<file path="config.mk">
export PLATFORM = sky130hd
export DESIGN_NAME = if_id_pipe_skid_reg
export DESIGN_NICKNAME = d
export VERILOG_FILES = /design/src/rtl/if_id_pipe_skid_reg.sv
export SDC_FILE = /design/constraint.sdc
export NUM_CORES = 1
export LEC_CHECK = 0
export CORE_MARGIN = 4
export CORE_UTILIZATION = 45
export DETAILED_ROUTE_END_ITERATION = 8
export PLACE_DENSITY = 0.8
export REMOVE_ABC_BUFFERS = 1
export SYNTH_ARGS = -nofsm -noshare
export SYNTH_HDL_FRONTEND = slang
export SYNTH_SLANG_ARGS = --single-unit
</file>
<file path="constraint.sdc">
create_clock -name clk -period 4.7 [get_ports clk]
set_input_delay 0.94 -clock clk [delete_from_list [all_inputs] [get_ports clk]]
set_output_delay 0.94 -clock clk [all_outputs]
set_load 0.01 [all_outputs]
</file>
<file path="src/rtl/if_id_pipe_skid_reg.sv">
// IF/ID pipeline register with a valid/ready handshake and a two-entry skid buffer.
// The MAIN entry drives the decode-facing outputs directly. The SKID entry catches
// one extra beat while decode stalls, so in_ready depends only on registered state.
// A flush empties the stage, presents NOP_INST and counts the discarded entries in a
// saturating counter.
module if_id_pipe_skid_reg #(
  parameter int unsigned       INST_W   = 32,
  parameter int unsigned       PC_W     = 32,
  parameter logic [INST_W-1:0] NOP_INST = {INST_W{1'b0}},
  parameter int unsigned       CNT_W    = 16
) (
  input  logic              clk,
  input  logic              rst,
  input  logic              in_valid,
  output logic              in_ready,
  input  logic [INST_W-1:0] inst_in,
  input  logic [PC_W-1:0]   pc_in,
  input  logic              flush,
  output logic              out_valid,
  input  logic              out_ready,
  output logic [INST_W-1:0] inst_out,
  output logic [PC_W-1:0]   pc_out,
  output logic [CNT_W-1:0]  squash_cnt
);

  localparam logic [1:0] ST_EMPTY = 2'd0;
  localparam logic [1:0] ST_ONE   = 2'd1;
  localparam logic [1:0] ST_TWO   = 2'd2;

  logic [1:0]        state_r,     state_nx_s;
  logic [INST_W-1:0] main_inst_r, main_inst_nx_s;
  logic [PC_W-1:0]   main_pc_r,   main_pc_nx_s;
  logic [INST_W-1:0] skid_inst_r, skid_inst_nx_s;
  logic [PC_W-1:0]   skid_pc_r,   skid_pc_nx_s;
  logic              out_valid_r;
  logic              in_ready_r;
  logic [CNT_W-1:0]  squash_cnt_r, squash_cnt_nx_s;
  logic [1:0]        squash_add_s;
  logic [CNT_W:0]    cnt_sum_s;
  logic              in_fire_s;
  logic              out_fire_s;

  assign in_fire_s  = in_valid & in_ready_r;
  assign out_fire_s = out_valid_r & out_ready;

  assign out_valid  = out_valid_r;
  assign in_ready   = in_ready_r;
  assign inst_out   = main_inst_r;
  assign pc_out     = main_pc_r;
  assign squash_cnt = squash_cnt_r;

  // Next-state and datapath selection; flush overrides every handshake outcome.
  always_comb begin
    state_nx_s     = state_r;
    main_inst_nx_s = main_inst_r;
    main_pc_nx_s   = main_pc_r;
    skid_inst_nx_s = skid_inst_r;
    skid_pc_nx_s   = skid_pc_r;
    if (flush) begin
      state_nx_s     = ST_EMPTY;
      main_inst_nx_s = NOP_INST;
      main_pc_nx_s   = pc_in;
    end else begin
      case (state_r)
        ST_EMPTY: begin
          if (in_fire_s) begin
            state_nx_s     = ST_ONE;
            main_inst_nx_s = inst_in;
            main_pc_nx_s   = pc_in;
          end else begin
            state_nx_s = ST_EMPTY;
          end
        end
        ST_ONE: begin
          if (in_fire_s && out_fire_s) begin
            main_inst_nx_s = inst_in;
            main_pc_nx_s   = pc_in;
          end else if (in_fire_s) begin
            // Decode stalled: the younger beat parks in SKID behind MAIN.
            state_nx_s     = ST_TWO;
            skid_inst_nx_s = inst_in;
            skid_pc_nx_s   = pc_in;
          end else if (out_fire_s) begin
            // Drained: show a bubble but keep the last PC visible.
            state_nx_s     = ST_EMPTY;
            main_inst_nx_s = NOP_INST;
          end else begin
            state_nx_s = ST_ONE;
          end
        end
        ST_TWO: begin
          if (out_fire_s) begin
            state_nx_s     = ST_ONE;
            main_inst_nx_s = skid_inst_r;
            main_pc_nx_s   = skid_pc_r;
          end else begin
            state_nx_s = ST_TWO;
          end
        end
        default: begin
          // Unreachable encoding: fall back to a clean empty stage.
          state_nx_s     = ST_EMPTY;
          main_inst_nx_s = NOP_INST;
        end
      endcase
    end
  end

  // Number of held entries discarded by a flush; a MAIN handed to decode on the same edge is not counted.
  always_comb begin
    squash_add_s = 2'd0;
    if (flush) begin
      case (state_r)
        ST_ONE:  squash_add_s = out_fire_s ? 2'd0 : 2'd1;
        ST_TWO:  squash_add_s = out_fire_s ? 2'd1 : 2'd2;
        default: squash_add_s = 2'd0;
      endcase
    end else begin
      squash_add_s = 2'd0;
    end
  end

  // Saturating add: the extra sum bit signals overflow, which pins the counter at all-ones.
  always_comb begin
    cnt_sum_s = {1'b0, squash_cnt_r} + (CNT_W+1)'(squash_add_s);
    if (cnt_sum_s[CNT_W]) begin
      squash_cnt_nx_s = {CNT_W{1'b1}};
    end else begin
      squash_cnt_nx_s = cnt_sum_s[CNT_W-1:0];
    end
  end

  // State, entry storage and registered handshake flags.
  always_ff @(posedge clk or posedge rst) begin
    if (rst) begin
      state_r      <= ST_EMPTY;
      main_inst_r  <= NOP_INST;
      main_pc_r    <= {PC_W{1'b0}};
      skid_inst_r  <= {INST_W{1'b0}};
      skid_pc_r    <= {PC_W{1'b0}};
      out_valid_r  <= 1'b0;
      in_ready_r   <= 1'b1;
      squash_cnt_r <= {CNT_W{1'b0}};
    end else begin
      state_r      <= state_nx_s;
      main_inst_r  <= main_inst_nx_s;
      main_pc_r    <= main_pc_nx_s;
      skid_inst_r  <= skid_inst_nx_s;
      skid_pc_r    <= skid_pc_nx_s;
      out_valid_r  <= (state_nx_s != ST_EMPTY);
      in_ready_r   <= (state_nx_s != ST_TWO);
      squash_cnt_r <= squash_cnt_nx_s;
    end
  end

endmodule

</file>
==> metrics.md, run 1 <==
| Metric | Value |
|---|---|
| Via density per instance | `5.49` |
| Largest net degree at the start of global routing | `between 90 and 100` |
| Largest area contributor in the synthesized netlist | `sky130_fd_sc_hd__dfrtp_1` |
| Horizontal die dimension | `126 um` |
| Final weighted congestion in routability-driven placement | `~0.78` |
| Gate count of the mapped netlist | `500` |
| Setup tns final | `0 ns` |
| Final Critical Period | `between 3 and 4 ns` |
| Total Die Area | `roughly 16000 sq um` |
| Final worst setup slack | `between 1 and 1.5 ns` |
| Initial core utilization | `between 40% and 50%` |
| Run status | `completed` |
| Cell types with the largest area share after synthesis | `sky130_fd_sc_hd__dfrtp_1 58%, sky130_fd_sc_hd__mux2_2 12%, sky130_fd_sc_hd__mux2i_1 5.1%` |
| Worst Setup End Kind | `flip-flop` |
| Total routed wirelength | `roughly 15 mm` |
| Highest attainable clock frequency | `275 MHz` |
| Unique masters post-synth | `40` |
| Total number of vias | `about 4600` |
| Skew-Pair Late Insertion Delay | `0.42 ns` |
| Worst setup slack after placement | `about 0.65 ns` |
| Post-synth EDFFs | `0` |
| Length of the first detailed-routing pass in iterations | `5` |
| Final period utilization | `77.4%` |
| Sink Count | `about 150` |
| TritonCTS clock tree | `built` |
| Via count of the first global-routing pass | `around 4800` |
| Maximum fanout along the worst path | `13` |
| Post-Layout Cell Count | `between 800 and 900` |
| Row cnt | `42` |
| Delay contributed by the slowest stage of the critical path | `roughly 0.6 ns` |
| Share of async-settable or async-resettable flops after synthesis | `between 90% and 100%` |
| Number of nets in the layout | `around 720` |
| Setup-violating endpoint count in the final report | `0` |
| Number of violations reported at the end of detailed-routing iteration 0 | `between 200 and 250` |
| Worst path required time | `between 5 and 6 ns` |
| Post-synthesis sequential area ratio | `between 50% and 60%` |
| Cell chosen for the clock root | `sky130_fd_sc_hd__clkbuf_16` |
| Core box area | `~13000 sq um` |
| Commonest register cell after synthesis | `sky130_fd_sc_hd__dfrtp_1` |
| Relative slew slack | `44.0%` |
| Area of the mapped netlist | `6300 sq um` |
| Most common cell after layout, fill and taps aside | `sky130_fd_sc_hd__clkdlybuf4s50_1` |
| Commonest cells after routing, fill and taps aside | `150 x sky130_fd_sc_hd__clkdlybuf4s50_1, 147 x sky130_fd_sc_hd__dfrtp_1, 66 x sky130_fd_sc_hd__mux2_2, 51 x sky130_fd_sc_hd__nand2_1, 37 x sky130_fd_sc_hd__o21ai_0` |
| Maximum vdd drop | `209 uV` |
| Global-route total usage across every layer | `between 10% and 20%` |
| Buffers inserted by post-CTS timing repair | `0` |
| Total count of max-transition violations in the final report | `0` |
| Pin slew with the least headroom to its limit | `around 0.84 ns` |
| ANT cells | `0` |
| Max_cap viols | `0` |
| Pwr per Cell Area | `roughly 470 nW/um^2` |
| Die Height | `about 130 um` |
| Critical setup path kind | `in -> reg` |
| Area of combinational cells with multiple inputs | `between 2000 and 2500 sq um` |
| Number of synthesized register bits | `around 150` |
| Routed wire length per instance | `between 15 and 20 um` |
| Number of cells after detailed placement | `approximately 800` |
| RSZ-0062 raised after global routing | `no` |
| Warning count from the yosys run | `0` |
| Worst min-delay path class | `reg -> reg` |
| Avg Cell Area, Syn | `12.6 sq um` |
| Antenna-violating nets left | `0` |
| PortBufs | `150` |
| H-tree levels | `4` |
| Residual DRC count | `0` |
| Clock-pin slew of the registers on the worst-case setup and hold paths | `about 0.060 ns` |
| Yosys top cell area share | `roughly three fifths` |
| Ordered list of cells on the worst path | `clkdlybuf4s50_1, and2_1, nand2_1, a21boi_0, ha_1, inv_1, fa_1, nor2b_1, nand3_1, or3_1, o21ai_0` |
| CTS resizes | `0` |
| Worst path slowest cell | `sky130_fd_sc_hd__or3_1` |
| Number of hold-repair buffers added at the cts stage | `0` |
| Worst Path Buf+Inv | `2` |
| Area growth from synthesis to layout | `34.9%` |
| Lkg Pwr | `around 3.6 nW` |
| Worst Clk Skew | `0.00660 ns` |
| Share of final-layout standard cells stronger than drive strength 1 | `16.9%` |
| Data arrival time of the critical path | `3.97 ns` |
| Remaining global-route overflow | `0` |
| Estimated wirelength of the detail-placed design | `about 9.7 mm` |
| Area occupied by registers | `between 3000 and 4000 sq um` |
| Global-route wire length before repair | `approximately 24 mm` |
| Worst-case clock buffer depth | `2` |
| Core occupancy in the finished layout | `a little over three fifths` |
| Post-Layout Inst Area | `between 8000 and 9000 sq um` |
| Nature of the critical path startpoint | `primary input` |
| IO Pins | `roughly 150` |
| Cell class contributing the biggest share of worst-path delay | `simple AND/OR/NAND/NOR gates` |
| Filler cell count | `roughly 1000` |
| Number of buffers added by the clock tree synthesis step | `17` |
| Cell area after placement | `7960 sq um` |
| Number of antenna violations at the first check in global routing | `0` |
| Hold Vio Cnt, Final | `0` |
==> cell type report <==
| type | instances | area share, % |
|---|---|---|
| sequential | 148 | 43.6 |
| tap | 176 | 2.59 |
| timing repair buffer | 157 | 18.6 |
| clock buffer | 22 | 5.34 |
| clock inverter | 10 | 0.986 |
| multi-input combinational | 314 | 28.6 |
| inverter | 6 | 0.324 |
==> metrics by stage <==
step                      hold WS (ns)  total power, mW
after floorplan                  0.479             2.33
after global placement           0.460             2.70
after detailed placement         0.473             2.76
after CTS                        0.487             4.02
after global routing             0.511             4.19
final                            0.482             3.98
==> path summary, 6_finish.rpt <==
| kind | depth (start not counted) | to | from | slack, ns |
|---|---|---|---|---|
| worst max-delay path | 11 | squash_cnt[2]$_DFF_PP0_ | out_ready | 1.06 |
| max in group asynchronous | 3 | in_ready$_DFF_PP1_ | rst | 2.77 |
| worst max register to register | 10 | squash_cnt[2]$_DFF_PP0_ | state_r[0]$_DFF_PP0_ | 1.10 |
| worst min-delay path | 2 | pc_out[11]$_DFFE_PP0P_ | pc_out[11]$_DFFE_PP0P_ | 0.48 |
| min in group asynchronous | 2 | skid_pc_r[10]$_DFFE_PP0P_ | rst | 1.07 |
| worst min register to register | 2 | pc_out[11]$_DFFE_PP0P_ | pc_out[11]$_DFFE_PP0P_ | 0.48 |
==> power breakdown <==
| part | internal (mW) | leakage [nW] | total (mW) | switching, mW |
|---|---|---|---|---|
| sequential | 1.65 | 1.86 | 1.87 | 0.219 |
| combinational | 0.516 | 1.47 | 0.877 | 0.361 |
| clock | 0.736 | 0.264 | 1.24 | 0.499 |
| total | 2.90 | 3.59 | 3.98 | 1.08 |
==> kinds of logic after synthesis <==
family	count (synthesis)	share of synthesized area, %
simple gates	90	6.62
mux	98	16.9
compound gates	115	13.0
flops	148	58.8
xor+xnor	8	1.11
buf+inv	38	2.84
fa+ha+maj	3	0.715
==> tightest hold or removal path, cell delays in order, from the launching register on <==
cell                      delay (ns)
sky130_fd_sc_hd__dfrtp_1        0.34
sky130_fd_sc_hd__nand2_1        0.05
sky130_fd_sc_hd__o21ai_0        0.06
==> cells in the mapped netlist, types with 2 or more instances <==
cell type / count
sky130_fd_sc_hd__ha_1: 2
sky130_fd_sc_hd__a21oi_1: 4
sky130_fd_sc_hd__o2bb2ai_1: 32
sky130_fd_sc_hd__and2_1: 3
sky130_fd_sc_hd__a31oi_1: 2
sky130_fd_sc_hd__clkbuf_1: 11
sky130_fd_sc_hd__mux2i_1: 32
sky130_fd_sc_hd__nor2_1: 6
sky130_fd_sc_hd__or3_1: 3
sky130_fd_sc_hd__clkbuf_4: 2
sky130_fd_sc_hd__nor2b_1: 5
sky130_fd_sc_hd__dfrtp_1: 147
sky130_fd_sc_hd__buf_2: 17
sky130_fd_sc_hd__o21ai_0: 37
sky130_fd_sc_hd__nand3_1: 7
sky130_fd_sc_hd__inv_1: 6
sky130_fd_sc_hd__nand4_1: 6
sky130_fd_sc_hd__nor3_1: 2
sky130_fd_sc_hd__nand2b_1: 2
sky130_fd_sc_hd__nand2_1: 51
sky130_fd_sc_hd__xor2_1: 8
sky130_fd_sc_hd__mux2_2: 66
sky130_fd_sc_hd__a22oi_1: 32
==> sequential cells by signal (all words and copies together), names as in the netlist <==
| signal | count |
|---|---|
| pc_out | 32 |
| squash_cnt | 16 |
| in_ready | 1 |
| inst_out | 32 |
| skid_pc_r | 32 |
| state_r | 2 |
| out_valid | 1 |
| skid_inst_r | 32 |
==> layer usage <==
| layer | GRT usage, % | part of all wire, % | wire length, um | vias to the layer above |
|---|---|---|---|---|
| met3 | 5.25 | 6.0 | 877 | 23 |
| met5 | 0 | 0 | 0 | - |
| li1 | - | - | - | 2101 |
| met2 | 30.5 | 49 | 7250 | 144 |
| met1 | 24.4 | 43 | 6250 | 2307 |
| met4 | 7.07 | 1.9 | 282 | 0 |
No activity file was read; power rests on OpenSTA's default activity.
==> inputs of run 2 (changes only) <==
Settings changed: CORE_UTILIZATION 45 to 50, PLACE_DENSITY 0.8 to 0.84.
Clock period 4.7 ns to 3.55 ns, I/O delays scaled along.
==> run 2 against run 1 <==
First-iteration DRC count is 16% higher. Highest routed layer unchanged. Setup slack lost 0.54 ns. Critical path depth did not move. Design area rose by 1.6%. Total power is 39% higher.
==> metrics.md, run 2 (same netlist as run 1, synthesis figures left out) <==
| Metric | Value |
|---|---|
| Number of hold-repair buffers added at the cts stage | `0` |
| Share of final-layout standard cells stronger than drive strength 1 | `18.3%` |
| Global-route wire length before repair | `around 25 mm` |
| Buffers inserted by post-CTS timing repair | `0` |
| Pin slew with the least headroom to its limit | `0.735 ns` |
| Cell chosen for the clock root | `sky130_fd_sc_hd__clkbuf_16` |
| Power Total | `5.55 mW` |
| Final weighted congestion in routability-driven placement | `between 0.8 and 0.9` |
| First element of the critical path | `out_ready` |
| Worst path required time | `approximately 3.9 ns` |
| GR Layer Usage met1 | `around 28%` |
| RSZ-0062 raised after global routing | `no` |
| Lkg Pwr | `roughly 3.7 nW` |
| Start point of the worst hold path | `pc_out[30]$_DFFE_PP0P_` |
| Number of antenna violations at the first check in global routing | `0` |
| Share of total power in the clock network | `34.0%` |
| Global-route total usage across every layer | `roughly 22%` |
| Post-Layout Cell Count | `approximately 830` |
| Horizontal die dimension | `~120 um` |
| Area growth from synthesis to layout | `37.1%` |
| Skew-Pair Late Insertion Delay | `approximately 0.42 ns` |
| Pwr per Cell Area | `roughly 640 nW/um^2` |
| Remaining global-route overflow | `0` |
| Number of nets in the layout | `722` |
| Antenna-violating nets left | `0` |
| Final worst setup slack | `between 0.5 and 0.6 ns` |
| Estimated wirelength of the detail-placed design | `~10 mm` |
| Commonest cells after routing, fill and taps aside | `150 x sky130_fd_sc_hd__clkdlybuf4s50_1, 147 x sky130_fd_sc_hd__dfrtp_1, 66 x sky130_fd_sc_hd__mux2_2, 51 x sky130_fd_sc_hd__nand2_1, 37 x sky130_fd_sc_hd__o21ai_0` |
| Worst Setup End Kind | `flip-flop` |
| Met3 global-route usage | `5.24%` |
| TritonCTS clock tree | `built` |
| Initial core utilization | `around half` |
| Hold Vio Cnt, Final | `0` |
| ANT cells | `0` |
| PortBufs | `150` |
| Worst-case clock buffer depth | `2` |
| Run status | `completed` |
| Switch share | `between 20% and 30%` |
| Relative slew slack | `about half` |
| Clock-pin slew of the registers on the worst-case setup and hold paths | `roughly 0.060 ns` |
| Power share of the sequential group | `44.8%` |
| Total number of vias | `~4600` |
| Residual DRC count | `0` |
| Final period utilization | `between 80% and 90%` |
| Total routed wirelength | `approximately 15 mm` |
| Most common cell after layout, fill and taps aside | `sky130_fd_sc_hd__clkdlybuf4s50_1` |
| Critical R2R Launch | `state_r[0]$_DFF_PP0_` |
| Nature of the critical path startpoint | `primary input` |
| Sink Count | `about 150` |
| Length of the first detailed-routing pass in iterations | `4` |
| Setup-violating endpoint count in the final report | `0` |
| Filler cell count | `825` |
| Worst min-delay path class | `reg -> reg` |
| Setup tns final | `0 ns` |
| Routed wire length per instance | `18.6 um` |
| Switching component of the power | `1.49 mW` |
| Highest attainable clock frequency | `around 330 MHz` |
| Max_cap viols | `0` |
| Gr busiest metal | `met2` |
| H-tree levels | `4` |
| Via count of the first global-routing pass | `between 4000 and 5000` |
| Maximum fanout along the worst path | `13` |
| Critical setup path kind | `in -> reg` |
| Worst setup slack after placement | `0.149 ns` |
| Total count of max-transition violations in the final report | `0` |
| CTS resizes | `0` |
| Number of buffers added by the clock tree synthesis step | `17` |
| Worst Clk Skew | `~0.0054 ns` |
| Combinational share of power | `between 20% and 30%` |
| Maximum vdd drop | `around 350 uV` |
| Met2 global-route usage | `roughly 37%` |
| Core occupancy in the finished layout | `a little under three quarters` |
| Number of cells after detailed placement | `between 700 and 800` |
| Final Critical Period | `roughly 3.0 ns` |
| Row cnt | `40` |
| Number of violations reported at the end of detailed-routing iteration 0 | `roughly 280` |
| IO Pins | `151` |
| Reg-to-reg slack, setup | `approximately 0.64 ns` |
| Largest net degree at the start of global routing | `between 80 and 90` |
| Core box area | `12200 sq um` |
| Data arrival time of the critical path | `between 3 and 4 ns` |
| Die Height | `120 um` |
| Cell internal power dissipation | `a little over 4 mW` |
| Total Die Area | `about 14000 sq um` |
| Via density per instance | `approximately 5.6` |
run 2: cell type report:
type                    count  area (sq um)  area share, %
well taps                 168           210           2.43
clock inverters            11           148           1.71
flip-flops and latches    148          3700           42.9
clock buffers              21           480           5.56
repair buffers            163          1640           19.0
inverters                   6          27.5          0.319
multi-input cells         314          2430           28.1
run 2: worst paths after layout:
path | endpoint | depth (start not counted)
max in group asynchronous | skid_inst_r[30]$_DFFE_PP0P_ | 3
worst max-delay path | squash_cnt[2]$_DFF_PP0_ | 11
min in group asynchronous | pc_out[11]$_DFFE_PP0P_ | 2
worst min register to register | pc_out[30]$_DFFE_PP0P_ | 2
worst max register to register | squash_cnt[2]$_DFF_PP0_ | 8
worst min-delay path | pc_out[30]$_DFFE_PP0P_ | 2
run 2: per-stage QoR:
| stage | area [sq um] | hold slack (ns) |
|---|---|---|
| 6_report | 8640 | 0.483 |
| 5_1_grt | 8640 | 0.496 |
| 4_1_cts | 8640 | 0.483 |
| 3_5_place_dp | 8010 | 0.470 |
| 3_3_place_gp | 8010 | 0.460 |
| 2_1_floorplan | 6140 | 0.479 |
run 2: power groups by stage:
| stage | Combinational [mW] | Sequential [mW] | Clock (mW) |
|---|---|---|---|
| floorplan | 0.618 | 2.47 | 0 |
| global placement | 1.13 | 2.45 | 0 |
| detailed placement | 1.18 | 2.50 | 0 |
| CTS | 1.19 | 2.48 | 1.90 |
| global route | 1.28 | 2.54 | 1.97 |
| finish | 1.18 | 2.48 | 1.89 |
run 2: worst max-delay path, cell delays in order:
cell                              delay (ns)
sky130_fd_sc_hd__clkdlybuf4s50_1        0.53
sky130_fd_sc_hd__and2_1                 0.17
sky130_fd_sc_hd__nand2_1                0.07
sky130_fd_sc_hd__a21boi_0               0.17
sky130_fd_sc_hd__ha_1                   0.19
sky130_fd_sc_hd__inv_1                  0.05
sky130_fd_sc_hd__fa_1                   0.38
sky130_fd_sc_hd__nor2b_1                0.18
sky130_fd_sc_hd__nand3_1                0.15
sky130_fd_sc_hd__or3_1                  0.59
sky130_fd_sc_hd__o21ai_0                0.17
run 2: routing by layer:
layer  vias up  wire [um]
met2       166       7810
met4         0        322
li1       2107          -
met5         -          0
met1      2329       6350
met3        28        938
